`src/rtl/onehot_scan_encoder.sv`:
```
// Sequential set-bit encoder: captures a request vector and emits the index of each set bit,
// one per handshake beat. Optional popcount outputs are enabled by the macro SCAN_COUNT_EN.
module onehot_scan_encoder #(
  parameter int  WIDTH     = 8,
  parameter int  MSB_FIRST = 0,
  localparam int IDX_W     = $clog2(WIDTH)
) (
  input  logic             clk,
  input  logic             rst,
  input  logic             in_valid,
  output logic             in_ready,
  input  logic [WIDTH-1:0] in_vec,
  output logic             out_valid,
  input  logic             out_ready,
  output logic [IDX_W-1:0] out_idx,
  output logic             out_last,
  output logic             empty_pulse,
  output logic             busy
`ifdef SCAN_COUNT_EN
  ,
  output logic [IDX_W:0]   out_count,
  output logic [IDX_W:0]   out_remain
`endif
);

  typedef enum logic [0:0] {
    IDLE = 1'b0,
    SCAN = 1'b1
  } state_t;

  localparam logic [WIDTH-1:0] ONE_VEC = {{(WIDTH-1){1'b0}}, 1'b1};

  state_t           state_r, state_s;
  logic [WIDTH-1:0] pending_r, pending_s;
  logic             empty_pulse_r, empty_s;
  logic [IDX_W-1:0] idx_s;
  logic             last_s;

  // Priority pick: the last hit of the loop wins, so the scan direction selects the order
  function automatic logic [IDX_W-1:0] pick_idx(input logic [WIDTH-1:0] vec);
    logic [IDX_W-1:0] idx;
    int               b;
    idx = '0;
    for (int i = 0; i < WIDTH; i++) begin
      b = (MSB_FIRST != 0) ? i : (WIDTH - 1 - i);
      if (vec[b]) begin
        idx = IDX_W'(b);
      end
    end
    return idx;
  endfunction

`ifdef SCAN_COUNT_EN
  function automatic logic [IDX_W:0] popcount(input logic [WIDTH-1:0] vec);
    logic [IDX_W:0] cnt;
    cnt = '0;
    for (int i = 0; i < WIDTH; i++) begin
      cnt = cnt + {{IDX_W{1'b0}}, vec[i]};
    end
    return cnt;
  endfunction
`endif

  // Index and last flag decoded from the registered pending vector only
  always_comb begin
    idx_s  = pick_idx(pending_r);
    last_s = (pending_r != '0) && ((pending_r & (pending_r - ONE_VEC)) == '0);
  end

  // Next-state, pending update and empty-capture detection
  always_comb begin
    state_s   = state_r;
    pending_s = pending_r;
    empty_s   = 1'b0;
    case (state_r)
      IDLE: begin
        if (in_valid) begin
          if (in_vec != '0) begin
            pending_s = in_vec;
            state_s   = SCAN;
          end else begin
            empty_s = 1'b1;
          end
        end else begin
          empty_s = 1'b0;
        end
      end
      SCAN: begin
        if (out_ready) begin
          pending_s = pending_r & ~(ONE_VEC << idx_s);
          if (last_s) begin
            state_s = IDLE;
          end else begin
            state_s = SCAN;
          end
        end else begin
          pending_s = pending_r;
        end
      end
      default: begin
        state_s   = IDLE;
        pending_s = '0;
      end
    endcase
  end

  // State, pending vector and empty pulse registers
  always_ff @(posedge clk) begin
    if (rst) begin
      state_r       <= IDLE;
      pending_r     <= '0;
      empty_pulse_r <= 1'b0;
    end else begin
      state_r       <= state_s;
      pending_r     <= pending_s;
      empty_pulse_r <= empty_s;
    end
  end

  assign in_ready    = (state_r == IDLE);
  assign out_valid   = (state_r == SCAN);
  assign busy        = (state_r == SCAN);
  assign out_idx     = idx_s;
  assign out_last    = last_s;
  assign empty_pulse = empty_pulse_r;

`ifdef SCAN_COUNT_EN
  logic [IDX_W:0] count_r;

  // Popcount of the captured vector, held until the next capture
  always_ff @(posedge clk) begin
    if (rst) begin
      count_r <= '0;
    end else if ((state_r == IDLE) && in_valid) begin
      count_r <= popcount(in_vec);
    end else begin
      count_r <= count_r;
    end
  end

  assign out_count  = count_r;
  assign out_remain = popcount(pending_r);
`endif

endmodule

```
`config.mk`:
```
export PLATFORM = sky130hd
export DESIGN_NAME = onehot_scan_encoder
export DESIGN_NICKNAME = d
export VERILOG_FILES = /design/src/rtl/onehot_scan_encoder.sv
export SDC_FILE = /design/constraint.sdc
export NUM_CORES = 1
export LEC_CHECK = 0
export BUFFER_PORTS_ARGS = -buffer_cell sky130_fd_sc_hd__buf_4
export CORE_ASPECT_RATIO = 0.8
export CORE_MARGIN = 2
export CORE_UTILIZATION = 41
export CTS_CLUSTER_DIAMETER = 60
export CTS_CLUSTER_SIZE = 24
export DETAILED_ROUTE_END_ITERATION = 10
export PLACE_DENSITY = 0.66
export SETUP_SLACK_MARGIN = 0.5
export SLEW_MARGIN = 20
export SYNTH_ARGS = -nofsm -noshare
export SYNTH_HDL_FRONTEND = slang
export SYNTH_SLANG_ARGS = --single-unit
```
`constraint.sdc`:
```
create_clock -name clk -period 2.17 [get_ports clk]
set_clock_uncertainty 0.15 [all_clocks]
set_input_delay 0 -clock clk [delete_from_list [all_inputs] [get_ports clk]]
set_output_delay 0 -clock clk [all_outputs]
set_load 0.05 [all_outputs]
```
==> impl_metrics.tcl <==
set metrics [dict create \
    outcome "completed" \
    place_area_um2 790 \
    r2r_end "busy" \
    whs_path_depth 3 \
    critical_path_class "reg2out" \
    gp_congestion 0.810 \
    num_vias 824 \
    synth_cell_types 29 \
    hold_violations 0 \
    synth-seq-area-share_pct 30.0 \
    route.detailed.drc 0 \
    power_density_mw_per_mm2 692 \
    ys.warnings.count 0 \
    critPathTopFamily "simple AND/OR/NAND/NOR gates" \
    layout_commonest_cell "buf_4" \
    worst-slew-pin-transition_ps 390 \
    cts_max_path_buffers 2 \
    r2r_slack_ps 380 \
    cp-end-kind "output pin" \
    cts_tree "built" \
    hp-class "in2reg" \
    insertion_delay_ps 270 \
    netlist.top_cell.by_area "dfxtp_1" \
    drtPass1Iterations 7 \
    cts_buffers 3 \
    maxCapViolations 0 \
    io_pins 20 \
    worstHoldStart "rst" \
    viasPerCell 6.06 \
    fin_crit_ps 1900 \
    drtIter0Drc 62 \
    chipWidth_um 49.1 \
    overflow 0 \
    die_area_mm2 0.00197 \
    avgSynthCellArea_um2 8.15 \
    setup_viol 0 \
    irDropWorstVdd_mv 0.487 \
    cp_max_fo 7 \
    hpwl_um 1300 \
    wirelength_um 2300 \
    rr_worst_depth 5 \
    drtAntennaViolNets 0 \
    r2r-start "pending_r[1]" \
    cp.buffers_inverters 1 \
    rsz0062_at_grt "yes" \
    netlist_area_um2 668 \
    syn2layout_area_growth_pct 54.9 \
    grt_pass1_vias 608 \
    diodes 0 \
    layout-drive-gt1-share_pct 40.4 \
    cts-root-buf "clkbuf_4" \
    cts.sinks 10 \
    cts.clk_slew.worst_paths_ps 70 \
    critPathMaxStageDelay_ps 550 \
    cp.arrival_ps 1750 \
    synth_top_area_share_pct 30.0 \
    drt-wirelength-per-cell_um 16.9 \
    die_h_um 40.1 \
    grt_max_degree 12 \
    critical_path_required_ps 2020 \
    slew_headroom_pct 73.9 \
    syn-instance-count 82 \
    finalInstanceArea_mm2 0.00103 \
    synth_fp_nets 94 \
    start_util_pct 42.3 \
    start_kind "flip-flop" \
    p_leak_nw 0.408 \
    ys_top_cells_by_area "dfxtp_1 (30%), a21oi_1 (6.7%), a32oi_1 (6.6%)" \
    port_buffers 19 \
    fin_crit_sh_pct 87.6 \
    ys_ff_latch 10 \
    antenna_found_initial 0 \
    cpMaxStageDelayCell "or4_4" \
    crit_chain "or4_4 -> nor4b_4 -> nor4_2 -> buf_4" \
    cts-htree-levels 1 \
    fmax_ghz 0.526 \
    grt_pass1_wl_um 2760 \
    setup_tns_ps 0 \
    core_mm2 0.00158 \
    report.final.slew_viol_count 0 \
    hold_end "pending_r[1]" \
    row_count 13 \
    track_usage_pct 19.9 \
    most-common-layout-cells "buf_4 (22), dlygate4sd3_1 (11), nor2_1 (9)" \
    fillers 137 \
    fin_nets 127 \
]
-- area by class of cell --
type / instances / area (µm²) / share of cell area [%]
timing repair buffer: 37 / 314 / 30.4
inverter: 3 / 11.3 / 1.09
tap: 22 / 27.5 / 2.66
clock buffer: 4 / 36.3 / 3.51
multi-input combinational: 60 / 434 / 42.0
sequential: 10 / 211 / 20.4
-- per-layer routing --
layer  GRT usage (%)  vias up  wire length, µm  part of all wire, %
li1                -      377                -                    -
met1            23.3      383              953                   41
met2            33.1       56             1080                   47
met3            6.72        8              202                  8.8
met4            11.4        0               67                  2.9
met5               0        -                0                    0
-- flip-flops by register name, summed over array words and instances (netlist names) --
register,flops
pending_r,8
empty_pulse,1
busy,1
-- power breakdown --
group          total, mW  leakage (nW)  internal, mW  switching [mW]
Clock              0.174        0.0210         0.102          0.0724
Sequential         0.228        0.0846         0.197          0.0308
Combinational      0.314         0.303         0.135           0.179
-- repair_timing --
action | CTS | global route
hold buffers | 8 | 6
pin swaps | 4 | 6
setup endpoints to repair | 4 | 13
hold endpoints to repair | 10 | 7
gates resized for setup | 5 | 11
setup buffers | 3 | 4
-- kinds of logic (layout without fill, tap and decap cells) --
family / after synthesis / after routing / share of synthesized area [%]
buffers and inverters: 12 / 44 / 11.0
AO/OA/AOI/OAI: 30 / 30 / 32.8
adder cells (fa/ha/maj): 1 / 1 / 1.50
AND/OR/NAND/NOR: 29 / 29 / 24.7
flip-flops: 10 / 10 / 30.0
-- cells in the mapped netlist --
cell / count
inv_1: 3
and2b_1: 1
or4_4: 1
a32o_1: 2
nor2_1: 11
o21ai_2: 1
o2bb2ai_1: 2
buf_4: 2
a21boi_0: 1
or4_1: 2
nor4_1: 3
nand2_1: 4
a22o_1: 1
maj3_1: 1
a221o_1: 1
o211ai_1: 4
a221oi_1: 1
a21oi_1: 9
clkbuf_2: 1
nor3_1: 2
o21ai_0: 2
dfxtp_1: 10
o41ai_1: 1
buf_2: 4
buf_6: 2
a32oi_1: 5
nor4b_4: 1
nand3_1: 2
nand2b_1: 2
-- stage by stage --
stage	utilization [%]	setup slack (ps)	power, mW	hold WS (ps)	std cells
after floorplan	-	233	0.425	-33.1	82
after global placement	50.0	496	0.486	71.3	114
after detailed placement	50.0	480	0.485	66.9	114
after CTS	59.5	298	0.680	-215	129
after global routing	65.6	220	0.748	351	136
final	65.6	269	0.716	348	136
-- worst max path at each step --
stage	cells after the start	start	slack [ps]	to
after floorplan	4	pending_r[1]	230	out_last
after global placement	4	pending_r[3]	500	busy
after detailed placement	4	pending_r[3]	480	busy
after CTS	4	pending_r[2]	300	out_last
after global routing	4	pending_r[1]	220	out_last
final	4	pending_r[1]	270	out_last
-- worst register-to-register path, stage by stage (launching register included) --
cell and delay [ps]:
dfxtp_4 370, or4_4 550, nor4b_4 300, buf_4 150, o41ai_1 60, a21oi_1 130
Note: power is estimated with default switching activity, not from simulation.
